--- src/rtl/seq_ctrl_pkg.sv ---
// Shared types and encoding constants for the 8-bit core sequencer.
// Optional stack ops are enabled with SEQ_STACK_EN (see seq_decode / seq_ctrl).
package seq_ctrl_pkg;

    typedef enum logic [2:0] {S_FETCH, S_FETCH_IMM, S_EXEC, S_MEM, S_HALT} e_seq_state;
    typedef enum logic [1:0] {REG_A, REG_B, REG_C, REG_D} e_reg;
    typedef enum logic [2:0] {ALU_ADD, ALU_SUB, ALU_AND, ALU_OR, ALU_XOR, ALU_CPY} e_alu_op;
    typedef enum logic [1:0] {ALU_EX_NONE, ALU_EX_SP_DEC, ALU_EX_SP_INC} e_alu_ext_op;

    typedef logic [3:0] e_opcode;
    localparam e_opcode OPC_NOP        = 4'h0;
    localparam e_opcode OPC_ALU_FIRST  = 4'h1;
    localparam e_opcode OPC_ALU_LAST   = 4'h6;
    localparam e_opcode OPC_MEM        = 4'h7;
    localparam e_opcode OPC_ALUI_FIRST = 4'h9;
    localparam e_opcode OPC_ALUI_LAST  = 4'hE;
    localparam e_opcode OPC_CTL        = 4'hF;

    localparam int OP_HI = 7, OP_LO = 4, RD_HI = 3, RD_LO = 2, RS_HI = 1, RS_LO = 0;

    localparam logic [1:0] BR_JMP   = 2'd0, BR_BEQ = 2'd1, BR_BNE  = 2'd2, BR_HALT = 2'd3;
    localparam logic [1:0] MEM_LD   = 2'd0, MEM_ST = 2'd1, MEM_PUSH = 2'd2, MEM_POP = 2'd3;

    // Reg-reg (1..6) and immediate (9..E) ALU ops share the low three opcode bits.
    function automatic e_alu_op alu_of(input e_opcode op);
        return e_alu_op'(op[2:0] - 3'd1);
    endfunction

endpackage

--- src/rtl/seq_ctrl_if.sv ---
// Instruction- and data-memory handshake bundle between the sequencer and the memories.
interface seq_ctrl_if;
    logic       imem_req;
    logic       imem_ack;
    logic [7:0] imem_data;
    logic       imem_sel;
    logic       dmem_req;
    logic       dmem_we;
    logic       dmem_ack;

    modport master (output imem_req, imem_sel, dmem_req, dmem_we,
                    input  imem_ack, imem_data, dmem_ack);
    modport slave  (input  imem_req, imem_sel, dmem_req, dmem_we,
                    output imem_ack, imem_data, dmem_ack);
endinterface

--- src/rtl/seq_ctrl_decode.sv ---
// Combinational opcode decoder. PUSH/POP are only legal when SEQ_STACK_EN is defined;
// otherwise op 7 with rs=1x decodes as illegal.
module seq_decode
    import seq_ctrl_pkg::*;
(
    input  logic [7:0] instr,
    output logic       needs_imm,
    output logic       is_mem,
    output logic       is_branch,
    output logic       is_alu,
    output logic       is_halt,
    output logic       legal,
    output e_alu_op    alu_op,
    output e_reg       rd,
    output e_reg       rs
);
    e_opcode    op;
    logic [1:0] sub;

    assign op  = instr[OP_HI:OP_LO];
    assign sub = instr[RS_HI:RS_LO];
    assign rd  = e_reg'(instr[RD_HI:RD_LO]);
    assign rs  = e_reg'(sub);

    always_comb begin
        needs_imm = 1'b0;
        is_mem    = 1'b0;
        is_branch = 1'b0;
        is_alu    = 1'b0;
        is_halt   = 1'b0;
        legal     = 1'b1;
        alu_op    = ALU_ADD;
        if (op inside {[OPC_ALU_FIRST:OPC_ALU_LAST]}) begin
            is_alu = 1'b1;
            alu_op = alu_of(op);
        end else if (op inside {[OPC_ALUI_FIRST:OPC_ALUI_LAST]}) begin
            is_alu    = 1'b1;
            needs_imm = 1'b1;
            alu_op    = alu_of(op);
        end else begin
            case (op)
                OPC_NOP: ;
                OPC_MEM: begin
                    if (sub == MEM_LD || sub == MEM_ST) begin
                        is_mem    = 1'b1;
                        needs_imm = 1'b1;
                    end else begin
`ifdef SEQ_STACK_EN
                        is_mem = 1'b1;
`else
                        legal  = 1'b0;
`endif
                    end
                end
                OPC_CTL: begin
                    if (sub == BR_HALT) begin
                        is_halt = 1'b1;
                    end else begin
                        is_branch = 1'b1;
                        needs_imm = 1'b1;
                        alu_op    = ALU_CPY;
                    end
                end
                default: legal = 1'b0;  // op 8 is the only code left
            endcase
        end
    end
endmodule

--- src/rtl/seq_ctrl.sv ---
// Multi-cycle fetch/decode/execute sequencer with imem/dmem handshakes and a wait watchdog.
// Define SEQ_STACK_EN to execute PUSH/POP; otherwise they retire as illegal NOPs.
module seq_ctrl
    import seq_ctrl_pkg::*;
#(
    parameter int TIMEOUT = 16
) (
    input  logic        clk,
    input  logic        rst,
    seq_ctrl_if.master  bus,
    output e_reg        rd,
    output e_reg        rs,
    output logic [7:0]  imm,
    output e_alu_op     alu_op,
    output e_alu_ext_op alu_ex,
    output logic        alu_src,
    output logic        reg_wr,
    output logic        mem_to_reg,
    output logic        pc_src,
    output logic        rimm,
    output logic        sp_wr,
    output logic        mem_sp,
    output logic        pc_en,
    input  logic        alu_zero,
    output logic        halted,
    output logic        illegal,
    output logic        bus_err
);
    localparam int CW = (TIMEOUT > 1) ? $clog2(TIMEOUT) : 1;
    localparam logic [CW-1:0] CNT_LAST = (TIMEOUT > 0) ? CW'(TIMEOUT - 1) : '0;

    e_seq_state    state;
    logic [7:0]    instr;
    logic [7:0]    imm_q;
    logic [CW-1:0] cnt;

    logic       d_needs_imm, d_is_mem, d_is_branch, d_is_alu, d_is_halt, d_legal;
    e_alu_op    d_alu_op;
    e_reg       d_rd, d_rs;
    logic [7:0] dec_in;
    logic [1:0] sub;
    logic       stack_op;
    logic       timeout;

    // In S_FETCH the next-state choice needs the byte arriving on the bus, not the stale latch.
    assign dec_in   = (state == S_FETCH) ? bus.imem_data : instr;
    assign sub      = instr[RS_HI:RS_LO];
    assign stack_op = d_is_mem && !d_needs_imm;
    assign timeout  = (TIMEOUT != 0) && (cnt == CNT_LAST);

    seq_decode u_dec (
        .instr     (dec_in),
        .needs_imm (d_needs_imm),
        .is_mem    (d_is_mem),
        .is_branch (d_is_branch),
        .is_alu    (d_is_alu),
        .is_halt   (d_is_halt),
        .legal     (d_legal),
        .alu_op    (d_alu_op),
        .rd        (d_rd),
        .rs        (d_rs)
    );

    always_ff @(posedge clk) begin
        if (rst) begin
            state <= S_FETCH;
            cnt   <= '0;
            instr <= '0;
            imm_q <= '0;
        end else begin
            cnt <= cnt + 1'b1;
            case (state)
                S_FETCH: begin
                    if (bus.imem_ack) begin
                        instr <= bus.imem_data;
                        cnt   <= '0;
                        state <= d_needs_imm ? S_FETCH_IMM : (d_is_mem ? S_MEM : S_EXEC);
                    end else if (timeout) begin
                        cnt <= '0;
                    end
                end
                S_FETCH_IMM: begin
                    if (bus.imem_ack) begin
                        imm_q <= bus.imem_data;
                        cnt   <= '0;
                        state <= d_is_mem ? S_MEM : S_EXEC;
                    end else if (timeout) begin
                        cnt   <= '0;
                        state <= S_FETCH;
                    end
                end
                S_EXEC: begin
                    cnt   <= '0;
                    state <= d_is_halt ? S_HALT : S_FETCH;
                end
                S_MEM: begin
                    if (bus.dmem_ack || timeout) begin
                        cnt   <= '0;
                        state <= S_FETCH;
                    end
                end
                S_HALT:  cnt <= '0;
                default: begin
                    cnt   <= '0;
                    state <= S_FETCH;
                end
            endcase
        end
    end

    always_comb begin
        bus.imem_req = 1'b0;
        bus.imem_sel = 1'b0;
        bus.dmem_req = 1'b0;
        bus.dmem_we  = 1'b0;
        rd           = REG_A;
        rs           = REG_A;
        imm          = '0;
        alu_op       = ALU_ADD;
        alu_ex       = ALU_EX_NONE;
        alu_src      = 1'b0;
        reg_wr       = 1'b0;
        mem_to_reg   = 1'b0;
        pc_src       = 1'b0;
        rimm         = 1'b0;
        sp_wr        = 1'b0;
        mem_sp       = 1'b0;
        pc_en        = 1'b0;
        halted       = 1'b0;
        illegal      = 1'b0;
        bus_err      = 1'b0;
        if (!rst) begin
            rd  = d_rd;
            rs  = d_rs;
            imm = imm_q;
            case (state)
                S_FETCH: begin
                    bus.imem_req = 1'b1;
                    if (!bus.imem_ack && timeout) begin
                        bus_err = 1'b1;
                        pc_en   = 1'b1;
                    end
                end
                S_FETCH_IMM: begin
                    bus.imem_req = 1'b1;
                    bus.imem_sel = 1'b1;
                    if (!bus.imem_ack && timeout) begin
                        bus_err = 1'b1;
                        pc_en   = 1'b1;
                        rimm    = 1'b1;
                    end
                end
                S_EXEC: begin
                    if (!d_is_halt) begin
                        pc_en   = 1'b1;
                        rimm    = d_needs_imm;
                        illegal = !d_legal;
                        alu_op  = d_alu_op;
                        if (d_is_alu) begin
                            reg_wr  = 1'b1;
                            alu_src = d_needs_imm;
                        end
                        if (d_is_branch)
                            pc_src = (sub == BR_JMP) || (sub == BR_BEQ && alu_zero)
                                   || (sub == BR_BNE && !alu_zero);
                    end
                end
                S_MEM: begin
                    bus.dmem_req = 1'b1;
                    bus.dmem_we  = (sub == MEM_ST) || (sub == MEM_PUSH);
                    if (stack_op)
                        alu_ex = (sub == MEM_PUSH) ? ALU_EX_SP_DEC : ALU_EX_SP_INC;
                    if (bus.dmem_ack) begin
                        pc_en      = 1'b1;
                        rimm       = d_needs_imm;
                        reg_wr     = (sub == MEM_LD) || (sub == MEM_POP);
                        mem_to_reg = (sub == MEM_LD) || (sub == MEM_POP);
                        sp_wr      = stack_op;
                        mem_sp     = (sub == MEM_POP);
                    end else if (timeout) begin
                        bus_err = 1'b1;
                        pc_en   = 1'b1;
                        rimm    = d_needs_imm;
                    end
                end
                S_HALT:  halted = 1'b1;
                default: ;
            endcase
        end
    end
endmodule

--- src/flat_wrapper.sv ---
// flat-port wrapper written by rule: the top's interface ports become plain ports
module seq_ctrl_flat import seq_ctrl_pkg::*;
#(
    parameter int TIMEOUT = 16
)
  (clk, rst, rd, rs, imm, alu_op, alu_ex, alu_src, reg_wr, mem_to_reg, pc_src, rimm, sp_wr, mem_sp, pc_en, alu_zero, halted, illegal, bus_err, bus_imem_req, bus_imem_sel, bus_dmem_req, bus_dmem_we, bus_imem_ack, bus_imem_data, bus_dmem_ack);
  seq_ctrl_if bus_i ();
  input  logic clk;
  input  logic rst;
  output e_reg rd;
  output e_reg rs;
  output logic [7:0] imm;
  output e_alu_op alu_op;
  output e_alu_ext_op alu_ex;
  output logic alu_src;
  output logic reg_wr;
  output logic mem_to_reg;
  output logic pc_src;
  output logic rimm;
  output logic sp_wr;
  output logic mem_sp;
  output logic pc_en;
  input  logic alu_zero;
  output logic halted;
  output logic illegal;
  output logic bus_err;
  output wire logic [$bits(bus_i.imem_req)-1:0] bus_imem_req;
  output wire logic [$bits(bus_i.imem_sel)-1:0] bus_imem_sel;
  output wire logic [$bits(bus_i.dmem_req)-1:0] bus_dmem_req;
  output wire logic [$bits(bus_i.dmem_we)-1:0] bus_dmem_we;
  input wire logic [$bits(bus_i.imem_ack)-1:0] bus_imem_ack;
  input wire logic [$bits(bus_i.imem_data)-1:0] bus_imem_data;
  input wire logic [$bits(bus_i.dmem_ack)-1:0] bus_dmem_ack;
  assign bus_imem_req = bus_i.imem_req;
  assign bus_imem_sel = bus_i.imem_sel;
  assign bus_dmem_req = bus_i.dmem_req;
  assign bus_dmem_we = bus_i.dmem_we;
  assign bus_i.imem_ack = bus_imem_ack;
  assign bus_i.imem_data = bus_imem_data;
  assign bus_i.dmem_ack = bus_dmem_ack;
  seq_ctrl #(.TIMEOUT(TIMEOUT)) u_core (.clk(clk), .rst(rst), .bus(bus_i), .rd(rd), .rs(rs), .imm(imm), .alu_op(alu_op), .alu_ex(alu_ex), .alu_src(alu_src), .reg_wr(reg_wr), .mem_to_reg(mem_to_reg), .pc_src(pc_src), .rimm(rimm), .sp_wr(sp_wr), .mem_sp(mem_sp), .pc_en(pc_en), .alu_zero(alu_zero), .halted(halted), .illegal(illegal), .bus_err(bus_err));
endmodule
--- config.mk ---
export PLATFORM = sky130hd
export DESIGN_NAME = seq_ctrl_flat
export DESIGN_NICKNAME = d
export VERILOG_FILES = /design/src/rtl/seq_ctrl_pkg.sv /design/src/rtl/seq_ctrl_if.sv /design/src/rtl/seq_ctrl_decode.sv /design/src/rtl/seq_ctrl.sv /design/src/flat_wrapper.sv
export SDC_FILE = /design/constraint.sdc
export NUM_CORES = 1
export LEC_CHECK = 0
export ABC_CLOCK_PERIOD_IN_PS = 2600
export CORE_ASPECT_RATIO = 2
export CORE_MARGIN = 2
export CORE_UTILIZATION = 45
export CTS_CLUSTER_DIAMETER = 120
export DETAILED_ROUTE_END_ITERATION = 12
export PLACE_DENSITY = 0.76
export SLEW_MARGIN = 20
export SYNTH_ARGS = -nofsm -noshare
export SYNTH_HDL_FRONTEND = slang
export SYNTH_SLANG_ARGS = --single-unit
--- constraint.sdc ---
create_clock -name clk -period 2.6 [get_ports clk]
set_input_delay 0.26 -clock clk [delete_from_list [all_inputs] [get_ports clk]]
set_output_delay 0.26 -clock clk [all_outputs]
set_load 0.05 [all_outputs]
# Yosys cells after proc, flatten, opt, wreduce, memory -nomap -nowiden
# Index checks and enable logic that the tools add are counted.
# classes
add_sub_neg	2
mul	0
div_mod_pow	0
magnitude_cmp	4
n_eq_ne	15
n_shift	0
n_mux	95
n_bitwise	1
n_reduce_logical	25
# ops
operator	n
1-bit 2-to-1 mux	63
3-bit 2-to-1 mux	12
8-bit 2-to-1 mux	2
3-bit case mux with 5 select lines	1
2-bit 2-to-1 mux	7
4-bit 2-to-1 mux	3
4-bit == test (second input constant)	2
1-bit case mux with 2 select lines	4
4-bit case mux with 2 select lines	1
2-bit == test (second input constant)	3
3-bit by 2-bit == test with 1-bit output (second input constant)	2
1-bit logical AND	6
1-bit logical OR	6
1-bit case mux with 3 select lines	2
4-bit by 1-bit adder with 4-bit output (second input constant)	1
2-bit by 1-bit == test with 1-bit output (second input constant)	2
4-bit by 3-bit == test with 1-bit output (second input constant)	1
4-bit by 1-bit >= comparator with 1-bit output (second input constant)	1
4-bit >= comparator (second input constant)	1
4-bit by 3-bit less-or-equal comparator with 1-bit output (second input constant)	1
4-bit less-or-equal comparator (second input constant)	1
1-bit logical NOT	4
2-bit logical NOT	2
4-bit logical NOT	1
other kinds (11)	13
# totals
ff_bits	23
latchBits	0
ram_bits	0
rom_bits	0
inputBits	13
out_inout_bits	32
elab_cells	146
memories	0

# Depth between registers and ports, before layout
# Gate-level depths: netlist of run 1.
# depth
ltp_word	13
depth_mapped	11
depth_no_buf	9

# Hierarchy
# From an unflattened synthesis of run 1, not the netlist that was laid out.
# hier_totals
hier_cells	205
hier_area_um2	1722.9
# modules_own_cells
module	instances	cells_per_inst	area_per_inst_um2	seq_area_each_um2
seq_ctrl	1	164	1427.6	460.4
seq_decode	1	41	295.3	0.0

# Worst setup path after synthesis of run 1
# OpenSTA, ideal clock, no wires.
# synth_timing
kind	register to output
startpoint	register u_core.state[1]
endpoint	output port pc_src
arrival_ns	2.703
t_required_ns	2.340
slack_ns	-0.363
stages_incl_launch_ff	11
n_path_buf	2
path_cell_list	dfxtp_1 > buf_6 > nor3_4 > buf_6 > mux2i_1 > inv_1 > ha_1 > nand4_1 > nor2_1 > a22oi_1 > a2111oi_2
# synth_via
elab_chain_len	11
word_cells_on_any_way	23
classes_between	4 x order compare; 3 x eq/ne; 13 x mux; 3 x reduce/logical
# synth_lines
element	line_no	text
from (decl)	seq_ctrl.sv:32	e_seq_state state;
from (signal assigned)	seq_ctrl.sv:77	state <= d_needs_imm ? S_FETCH_IMM : (d_is_mem ? S_MEM : S_EXEC);
from (signal assigned)	seq_ctrl.sv:86	state <= d_is_mem ? S_MEM : S_EXEC;
from (signal assigned)	seq_ctrl.sv:94	state <= d_is_halt ? S_HALT : S_FETCH;
branches (longest 9 deep; another with 4-bit >= comparator)	-	
1-bit 2-to-1 mux *	seq_ctrl.sv:136	case (state)
1-bit 2-to-1 mux *	seq_ctrl.sv:132	if (!rst) begin
to (decl)	flat_wrapper.sv:18	output logic pc_src;
# Mark *: on every way between the ends.

# Worst setup path after layout of run 1
# layout_timing
startpoint	register u_core.state[0]
endpoint	output port rimm
# layout_via
elab_chain_len	12
word_cells_on_any_way	31
classes_between	4 x order compare; 7 x eq/ne; 15 x mux; 5 x reduce/logical
# layout_lines
element	line_no	text
3-bit logical NOT	seq_ctrl.sv:46	assign dec_in = (state == S_FETCH) ? bus.imem_data : instr;
8-bit 2-to-1 mux	seq_ctrl.sv:46	
2-bit by 1-bit == test with 1-bit output / 2-bit logical NOT (equally long branches)	seq_ctrl_decode.sv:44	if (sub == MEM_LD || sub == MEM_ST) begin
1-bit logical OR	seq_ctrl_decode.sv:44	
1-bit 2-to-1 mux	seq_ctrl_decode.sv:44	
1-bit case mux with 2 select lines	seq_ctrl_decode.sv:41	case (op)
1-bit 2-to-1 mux	seq_ctrl_decode.sv:36	end else if (op inside {[OPC_ALUI_FIRST:OPC_ALUI_LAST]}) begin
1-bit 2-to-1 mux	seq_ctrl_decode.sv:33	if (op inside {[OPC_ALU_FIRST:OPC_ALU_LAST]}) begin
1-bit 2-to-1 mux	seq_ctrl.sv:180	end else if (timeout) begin
1-bit 2-to-1 mux	seq_ctrl.sv:173	if (bus.dmem_ack) begin
1-bit case mux with 3 select lines *	seq_ctrl.sv:136	
1-bit 2-to-1 mux *	seq_ctrl.sv:132	
to (decl)	flat_wrapper.sv:19	output logic rimm;
# Mark *: on every way between the ends. The rest lies on a longest branch, timed or not.

==> results.md, run 1 <==
- DP HPWL: between 3000 and 4000 um
- Slew HR: 63.0%
- Yosys top cell by area: dfxtp_1
- Post-synthesis cell area: ~1600 um^2
- CTS tree: built
- Clock-pin transition on the worst setup and hold timing paths: approximately 0.090 ns
- Final Util: 75.0%
- Leakage: ~1 nW
- MaxCap Viol Count: 0
- Largest net degree at the start of global routing: 33
- Tot GR Track Use: 24.0%
- DR pass1 iterations: 4
- Post-synth ARST share: 0%
- Flop-to-flop setup slack: about 0.4 ns
- Final period util: 104%
- Layout cells sized above 1: 31.1%
- Vias in the first global route: 1642
- Reg-to-reg endpoint: u_core.state[1]
- CP Capture Point: rimm
- Ys Warns: 0
- Least-Margin Pin Slew: 0.550 ns
- Pwr Density: 439 nW/um^2
- Gr ovfl total: 0
- Critical Path AT: approximately 2.4 ns
- Sequential area share after synthesis: about 29%
- Post-synth EDFFs: 0
- Vias per cell: about 5.5
- P&R area growth vs syn: 58.8%
- R2r worst-path depth: 10
- Worst setup EP type: output port
- Final worst slack: -0.0948 ns
- Slew Limit Fails: 0
- Tmin final: 2.69 ns
- RSZ-0062 raised after global routing: true
- Worst hold start: u_core.imm_q[4]
- Final-stage net count: roughly 290
- Setup violators final: 6
- Critical setup path kind: flop to output port
- Endpoints failing hold: 0
- Synth Area in Adders: approximately 4.7%
- Row cnt: 30
- Synth Area in Simple Gates: approximately a third
- Critical Path Source Type: flop
- Clk_lat worst skew: roughly 0.27 ns
- Full die area: 4110 um^2
- Final GP Congestion: roughly 0.9
- Syn Inst Count: between 200 and 250
- HP Class: flop to flop
- Top Ports: 45
- Worst Skew: 0.00257 ns
- Failing checks: negative setup slack
- Main combinational cell family by area after synthesis: simple AND/OR/NAND/NOR gates
- Primary FF master, synth: dfxtp_1
- Global-route wire length before repair: 7430 um
- Reg-to-reg startpoint: u_core.state[0]
- Fmax: 0.371 GHz
- Drt initial violations: between 50 and 60
- Yosys top cell area share: roughly 29%
- Routed WL: approximately 4700 um
- Root buffer cell: clkbuf_8
- TritonCTS Buffers: 3
- DP Worst Slack: 0.0831 ns
- Xor/xnor share of the synthesized area: 1.09%
- Chip Width: ~46 um
- Synth Area in Compound Gates: between 20 and 25%
- Core region area: around 3400 um^2
- Syn avg cell area: ~7.3 um^2
- Crit-path max FO: 4
- Status: complete, but fails checks
- H-Tree Depth: 1
- Avg WL per Cell: between 10 and 15 um
- DRT antenna net count: 0
- Maximum vdd drop: between 0.3 and 0.4 mV
- Die Y-Extent: between 80 and 90 um
- Initial core utilization: 47.3%
- Worst EP required: between 2 and 2.5 ns
- Diode count: 0
- FF+latch count, synth: 23
- Leading cell types by total area after synthesis: dfxtp_1 29%, nand2_1 11%, a21oi_1 7.1%, ha_1 4.7%, nor2_1 4.0%
- PortBufs: 41
- Cts hold-fix bufs: 0
- CP startpoint: u_core.state[0]
- Max clock buf depth: 2
- Mux share of post-synthesis cell area: a little over 3%
- CTS sink cnt: 23
- Routed vias: 1743
- Distinct cells, synth: 50
- DRC Markers: 0
- Initial antenna violation count: 0
## state kept, by name, summed over array words and instances (netlist names)
| register | cells |
|---|---|
| u_core.cnt | 4 |
| u_core.imm_q | 8 |
| u_core.instr | 8 |
| u_core.state | 3 |
## cells in the mapped netlist (all sizes together), types with 2 or more instances
master and instances:
nand2 47, a21oi 23, dfxtp 23, nor2 19
nor2b 10, buf 8, clkbuf 8, inv 8
nand3 7, ha 6, mux2i 5, nor3 5
and3 4, o211ai 4, o21ai 4, a2111oi 3
nand2b 3, o21a 3, nand3b 2, nand4 2
o21bai 2, o31a 2, or3 2
## timing repair
item	4_1_cts	5_1_grt
pin swaps	7	14
gates resized for setup	14	14
setup endpoints to repair	8	9
buffers inserted	2	2
## report_power, final
group | switching, mW | leakage (nW) | internal, mW
clock | 0.121 | 0.0255 | 0.107
combinational | 0.289 | 0.784 | 0.210
sequential | 0.0249 | 0.188 | 0.374
total | 0.435 | 0.998 | 0.691
## cells by family after synthesis
kind of cell    Yosys count
flops                    23
other cells               1
buf+inv                  24
simple gates            107
compound gates           52
fa+ha+maj                 6
mux                       5
xor+xnor                  2
## how the worst min path moves through the flow
stage	end	slack, ns	depth (start not counted)
2_1_floorplan	u_core.imm_q[0]	0.40	2
3_3_place_gp	u_core.cnt[0]	0.43	1
3_5_place_dp	u_core.imm_q[4]	0.44	2
4_1_cts	u_core.imm_q[4]	0.45	2
5_1_grt	u_core.imm_q[4]	0.46	2
6_report	u_core.imm_q[4]	0.45	2
## per-layer routing
metal | global-route usage (%) | part of all wire (%) | vias up
met3 | 2.24 | 3.8 | 21
met5 | 0 | 0 | -
met1 | 27.3 | 34 | 810
met2 | 43.9 | 58 | 67
met4 | 7.79 | 3.6 | 0
li1 | - | - | 845
## cell usage in the layout (no fill, tap or decap), types with 3 or more instances in the layout
cell and instances:
nand2_1 47, mux2i_1 3, ha_4 3, inv_1 6
buf_6 3, dfxtp_1 21, buf_12 26, nor2_4 3
clkdlybuf4s50_1 12, buf_4 16, nor2_2 3, a21oi_2 3
nand3_1 6, ha_1 3, nor2b_1 10, o21a_1 3
clkbuf_8 3, conb_1 3, o211ai_1 3, and3_1 3
nor3_1 3, nor2_1 13, a21oi_1 20
## worst max-delay path, stage by stage, from the launching register on
cell	delay (ns)
dfxtp_2	0.34
nor3_4	0.29
mux2i_2	0.31
inv_2	0.10
ha_4	0.18
nand4_1	0.13
a21oi_2	0.05
a32oi_2	0.19
o211ai_2	0.12
a32o_2	0.29
buf_6	0.15
## metrics by stage
step | area [um^2] | power [mW] | hold slack, ns | setup TNS [ns] | instances
after CTS | 2490 | 1.09 | 0.454 | -0.0843 | 313
after global routing | 2560 | 1.18 | 0.463 | -1.28 | 315
final | 2560 | 1.13 | 0.452 | -0.430 | 315
after detailed placement | 2380 | 0.845 | 0.442 | 0 | 307
after global placement | 2380 | 0.836 | 0.433 | 0 | 307
after floorplan | 1660 | 0.690 | 0.396 | -0.0380 | 222
## final cells by class
cell class | instances | area (um^2)
timing repair buffer | 57 | 795
clock inverter | 1 | 5.00
tap | 48 | 60.1
clock buffer | 3 | 41.3
multi-input combinational | 175 | 1170
inverter | 8 | 30.0
fill | 261 | 853
sequential | 23 | 463
No activity file was read; power rests on OpenSTA's default activity.
==> run 2: changes to the inputs <==
Settings changed: RECOVER_POWER from default to 25.
==> results.md, run 2 (synthesis results as in run 1) <==
- Slew Limit Fails: 0 (unchanged)
- Final worst slack: -0.100 ns (was -0.0948 ns)
- Avg WL per Cell: 15.0 um (was 14.9 um)
- Final GP Congestion: 0.922 (unchanged)
- DRC Markers: 0 (unchanged)
- Cts hold-fix bufs: 0 (unchanged)
- Worst setup EP type: output port (unchanged)
- Global-route wire length before repair: 7430 um (unchanged)
- Initial antenna violation count: 0 (unchanged)
- Largest registers: u_core.imm_q (8), u_core.instr (8), u_core.cnt (4) (unchanged)
- Least-Margin Pin Slew: 0.550 ns (about the same)
- Filler instances: 261 (unchanged)
- Clk_lat worst skew: 0.27 ns (about the same)
- R2r worst-path depth: 10 (unchanged)
- Failing checks: negative setup slack (unchanged)
- Crit-path max FO: 4 (unchanged)
- Drt initial violations: 54 (was 56)
- Reg-to-reg endpoint: u_core.state[1] (unchanged)
- Critical-path cell list: nor3_4, mux2i_2, inv_2, ha_4, nand4_1, a21oi_2, a32oi_2, o211ai_2, a32o_2, buf_6 (unchanged)
- Status: complete, but fails checks (unchanged)
- Final Cell Area: 2560 um^2 (unchanged)
- Initial core utilization: 47.3% (unchanged)
- Area of the multi-input gates: 1170 um^2 (unchanged)
- Vias in the first global route: 1642 (unchanged)
- Layout cells sized above 1: 31.1% (unchanged)
- H-Tree Depth: 1 (unchanged)
- Register area: 463 um^2 (unchanged)
- Critical setup path kind: flop to output port (unchanged)
- Met3 usage: 2.24% (unchanged)
- CTS tree: built (unchanged)
- Setup violators final: 6 (unchanged)
- RSZ-0062 raised after global routing: true (unchanged)
- Reg-to-reg startpoint: u_core.state[0] (unchanged)
- Worst EP required: 2.34 ns (about the same)
- CP startpoint: u_core.state[0] (unchanged)
- DP Worst Slack: 0.0831 ns (unchanged)
- Total power: 1.13 mW (about the same)
- PortBufs: 41 (unchanged)
- Max clock buf depth: 2 (unchanged)
- Worst Skew: 0.00492 ns (was 0.00257 ns)
- Core region area: 3420 um^2 (unchanged)
- Commonest non-fill, non-tap cells in the layout: 47 x nand2_1, 26 x buf_12, 21 x dfxtp_1 (unchanged)
- CTS sink cnt: 23 (unchanged)
- Sum Neg Setup Slack: -0.459 ns (was -0.430 ns)
- CP max stage delay: 0.34 ns (about the same)
- Vias per cell: 5.53 (about the same)
- Placed Area: 2380 um^2 (unchanged)
- DR pass1 iterations: 4 (unchanged)
- Endpoints failing hold: 0 (unchanged)
- Largest net degree at the start of global routing: 33 (unchanged)
- HP Class: flop to flop (unchanged)
- Slowest stage cell, crit path: dfxtp_2 (unchanged)
- Fmax: 0.370 GHz (was 0.371 GHz)
- Slew HR: 63.0% (about the same)
- Top Ports: 45 (unchanged)
- Diode count: 0 (unchanged)
- Met1 global-route usage: 27.3% (unchanged)
- Critical Path AT: 2.44 ns (was 2.43 ns)
- P&R area growth vs syn: 58.8% (unchanged)
- Routed WL: 4710 um (was 4690 um)
- Root buffer cell: clkbuf_8 (unchanged)
- Tot GR Track Use: 24.0% (unchanged)
- MaxCap Viol Count: 0 (unchanged)
- Tmin final: 2.70 ns (was 2.69 ns)
- Routed vias: 1742 (was 1743)
- CP Capture Point: rimm (unchanged)
- Maximum vdd drop: 0.387 mV (about the same)
- DRT antenna net count: 0 (unchanged)
- Leakage: 0.998 nW (about the same)
- Full die area: 4110 um^2 (unchanged)
- DP HPWL: 3420 um (unchanged)
- TritonCTS Buffers: 3 (unchanged)
- Met2 usage: 43.9% (unchanged)
- Flop-to-flop setup slack: 0.40 ns (about the same)
- Worst hold slack: 0.452 ns (about the same)
- Worst hold start: u_core.imm_q[4] (unchanged)
- Row cnt: 30 (unchanged)
- Commonest non-fill, non-tap cell in the layout: nand2_1 (unchanged)
- Clock-pin transition on the worst setup and hold timing paths: 0.09 ns (about the same)
- Critical Path Source Type: flop (unchanged)
- Pwr Density: 440 nW/um^2 (was 439 nW/um^2)
- Gr ovfl total: 0 (unchanged)
- Final-stage net count: 287 (unchanged)
- Chip Width: 46.4 um (unchanged)
- Busiest grt layer: met2 (unchanged)
- Die Y-Extent: 88.7 um (unchanged)
- Final period util: 104% (about the same)
==> run 2: cell types whose count changed in the layout (fill, tap and decap cells not counted) <==
cell	delta
and2_0	+1
and2_1	-1
clkdlybuf4s50_1	-1
dlygate4sd3_1	+1
==> run 2: critical path, delay by kind of cell (launching register included) <==
family / cells / cell delay (ns)
muxes: 1 / 0.31
AOI/OAI and AO/OA: 4 / 0.65
DFF: 1 / 0.34
and+or+nand+nor: 2 / 0.43
adders and majority gates: 1 / 0.18
buffers and inverters: 2 / 0.25
==> run 2: routing by layer <==
layer | vias up | part of all wire, %
li1 | 845 | -
met3 | 19 | 3.8
met5 | - | 0
met1 | 814 | 35
met4 | 0 | 3.3
met2 | 64 | 58
==> run 2: timing repair <==
item                       4_1_cts  5_1_grt
setup endpoints to repair        8        9
setup buffers                    2        2
gates resized for setup         14       14
pin swaps                        7       14
hold endpoints to repair         0        0
==> run 2: metrics by stage <==
step / cells / util [%]
finish: 315 / 75.0
detailed placement: 307 / 69.6
CTS: 313 / 72.9
floorplan: 222 / -
global placement: 307 / 69.6
global route: 315 / 75.0
==> run 2: final cells by class <==
cell class	instances	share of cell area (%)
clock inverter	1	0.195
tap	48	2.34
sequential	23	18.1
clock buffer	3	1.61
inverter	8	1.17
multi-input combinational	175	45.6
timing repair buffer	57	31.0
==> run 2: worst min path at each step <==
stage | end | slack, ns | cells after the start
5_1_grt | u_core.imm_q[4] | 0.46 | 2
3_3_place_gp | u_core.cnt[0] | 0.43 | 1
2_1_floorplan | u_core.imm_q[0] | 0.40 | 2
6_report | u_core.imm_q[4] | 0.45 | 2
3_5_place_dp | u_core.imm_q[4] | 0.44 | 2
4_1_cts | u_core.imm_q[4] | 0.45 | 2
==> run 2: report_power, final <==
group          switching, mW  total [mW]  internal, mW
sequential            0.0249       0.399         0.374
combinational          0.290       0.500         0.210
clock                  0.123       0.230         0.107
total                  0.437        1.13         0.691
==> run 3: changes to the inputs <==
Settings changed: SETUP_SLACK_MARGIN from default to 0.2.
==> results.md, run 3 (synthesis results as in run 1) <==
- Status: complete, but fails checks (unchanged)
- Failing checks: negative setup slack (unchanged)
- CP Capture Point: illegal (was rimm)
- PortBufs: 41 (unchanged)
- Final-stage net count: 295 (was 287)
- Placed Area: 2460 um^2 (was 2380 um^2)
- Share of power burned in registers: 34.1% (was 35.3%)
- Comb power frac: 47.3% (was 44.3%)
- Worst Skew: 0.00279 ns (was 0.00492 ns)
- Pwr Density: 439 nW/um^2 (was 440 nW/um^2)
- Commonest non-fill, non-tap cell in the layout: nand2_1 (unchanged)
- R2r worst-path depth: 10 (unchanged)
- Fmax: 0.345 GHz (was 0.370 GHz)
- Clk_lat worst skew: 0.26 ns (was 0.27 ns)
- Setup violators final: 8 (was 6)
- Top Ports: 45 (unchanged)
- Worst hold start: u_core.cnt[0] (was u_core.imm_q[4])
- CP startpoint: u_core.state[2] (was u_core.state[0])
- HP Class: flop to flop (unchanged)
- Slew HR: 66.8% (was 63.0%)
- Critical setup path kind: flop to output port (unchanged)
- Largest net degree at the start of global routing: 33 (unchanged)
- Max clock buf depth: 2 (unchanged)
- DRT antenna net count: 0 (unchanged)
- Core region area: 3420 um^2 (unchanged)
- Final worst slack: -0.296 ns (was -0.100 ns)
- Commonest non-fill, non-tap cells in the layout: 46 x nand2_1, 28 x buf_12, 23 x buf_4 (was 47 x nand2_1, 26 x buf_12, 21 x dfxtp_1)
- Slew Limit Fails: 0 (unchanged)
- Total power: 1.18 mW (was 1.13 mW)
- Routed WL: 5070 um (was 4710 um)
- Worst setup EP type: output port (unchanged)
- Final GP Congestion: 0.868 (was 0.922)
- CTS tree: built (unchanged)
- Diode count: 0 (unchanged)
- Global-route wire length before repair: 7860 um (was 7430 um)
- Flop-to-flop setup slack: 0.28 ns (was 0.40 ns)
- Tot GR Track Use: 25.4% (was 24.0%)
- P&R area growth vs syn: 65.8% (was 58.8%)
- Final period util: 111% (was 104%)
- Worst hold slack: 0.448 ns (was 0.452 ns)
- Root buffer cell: clkbuf_8 (unchanged)
- Worst EP required: 2.34 ns (about the same)
- Routed vias: 1842 (was 1742)
- Final Util: 78.4% (was 75.0%)
- Crit-path max FO: 4 (unchanged)
- Sw frac: 38.4% (was 38.8%)
- DP HPWL: 3550 um (was 3420 um)
- Clock-pin transition on the worst setup and hold timing paths: 0.08 ns (was 0.09 ns)
- DRC Markers: 0 (unchanged)
- Vias per cell: 5.70 (was 5.53)
- RSZ-0062 raised after global routing: true (unchanged)
- Row cnt: 30 (unchanged)
- Vias in the first global route: 1789 (was 1642)
- Critical Path AT: 2.64 ns (was 2.44 ns)
- Critical Path Source Type: flop (unchanged)
- Initial antenna violation count: 0 (unchanged)
- Full die area: 4110 um^2 (unchanged)
- Least-Margin Pin Slew: 0.485 ns (was 0.550 ns)
- Initial core utilization: 47.3% (unchanged)
- Die Y-Extent: 88.7 um (unchanged)
- DR pass1 iterations: 4 (unchanged)
- Final Cell Area: 2680 um^2 (was 2560 um^2)
- Maximum vdd drop: 0.353 mV (was 0.387 mV)
- Reg-to-reg startpoint: u_core.state[2] (was u_core.state[0])
- Clock power frac: 18.6% (was 20.4%)
- Endpoints failing hold: 0 (unchanged)
- H-Tree Depth: 1 (unchanged)
- Leakage: 1.05 nW (was 0.998 nW)
- Tmin final: 2.90 ns (was 2.70 ns)
- Chip Width: 46.4 um (unchanged)
- Largest registers: u_core.imm_q (8), u_core.instr (8), u_core.cnt (4) (unchanged)
- TritonCTS Buffers: 3 (unchanged)
- Sw power: 452 uW (was 437 uW)
- Sum Neg Setup Slack: -1.57 ns (was -0.459 ns)
- Pint: 723 uW (was 691 uW)
- Drt initial violations: 61 (was 54)
- Layout cells sized above 1: 34.2% (was 31.1%)
- CTS sink cnt: 23 (unchanged)
- Reg-to-reg endpoint: u_core.state[1] (unchanged)
- Avg WL per Cell: 15.7 um (was 15.0 um)
- MaxCap Viol Count: 0 (unchanged)
- Gr ovfl total: 0 (unchanged)
==> run 3: cell count changes in the layout (fill, tap and decap cells not counted), sizes merged <==
| cell | previous run | this run |
|---|---|---|
| buf | 45 | 53 |
==> run 3: layout make-up <==
cell class,instances,area [um^2]
clock inverters,1,5.00
fillers,215,739
well taps,48,60.1
inverters,8,30.0
multi-input cells,175,1200
clock buffers,3,41.3
flip-flops and latches,23,463
repair buffers,65,876
==> run 3: worst min-delay path by stage <==
stage / endpoint / slack, ns / cells after the start
6_report: u_core.cnt[0] / 0.45 / 1
5_1_grt: u_core.cnt[0] / 0.46 / 1
4_1_cts: u_core.cnt[0] / 0.45 / 1
3_5_place_dp: u_core.cnt[0] / 0.44 / 1
3_3_place_gp: u_core.cnt[0] / 0.43 / 1
2_1_floorplan: u_core.imm_q[0] / 0.40 / 2
==> run 3: power by group through the flow <==
stage / Combinational [mW] / Sequential, mW / Clock, mW
5_1_grt: 0.588 / 0.402 / 0.232
3_3_place_gp: 0.456 / 0.404 / 0
2_1_floorplan: 0.319 / 0.397 / 0
3_5_place_dp: 0.465 / 0.405 / 0
6_report: 0.556 / 0.401 / 0.218
4_1_cts: 0.490 / 0.397 / 0.223
==> run 3: per-stage QoR <==
step / setup slack, ns / std cells
global route: -0.360 / 323
CTS: -0.170 / 314
global placement: 0.158 / 306
finish: -0.296 / 323
detailed placement: 0.104 / 306
floorplan: 0.0940 / 222
==> run 3: metal layers <==
metal	global-route usage [%]	share of wire (%)
met1	27.7	36
met2	44.6	54
met3	3.06	5.6
met4	14.3	4.2
met5	0	0
==> run 3: critical path, cell delays in order (launching register included) <==
cell,delay [ns]
dfxtp_2,0.34
nor3_4,0.36
mux2i_2,0.30
buf_4,0.17
ha_4,0.17
nand2b_4,0.07
o211ai_1,0.30
nand2_1,0.15
nor3_2,0.17
o31a_2,0.20
buf_12,0.14
==> run 3: what timing repair did <==
item                                    4_1_cts  5_1_grt
pin swaps                                    11       13
setup buffers                                 4        9
gates resized for setup                       7       11
endpoints found under the setup margin        9        9
hold buffers                                  0        0
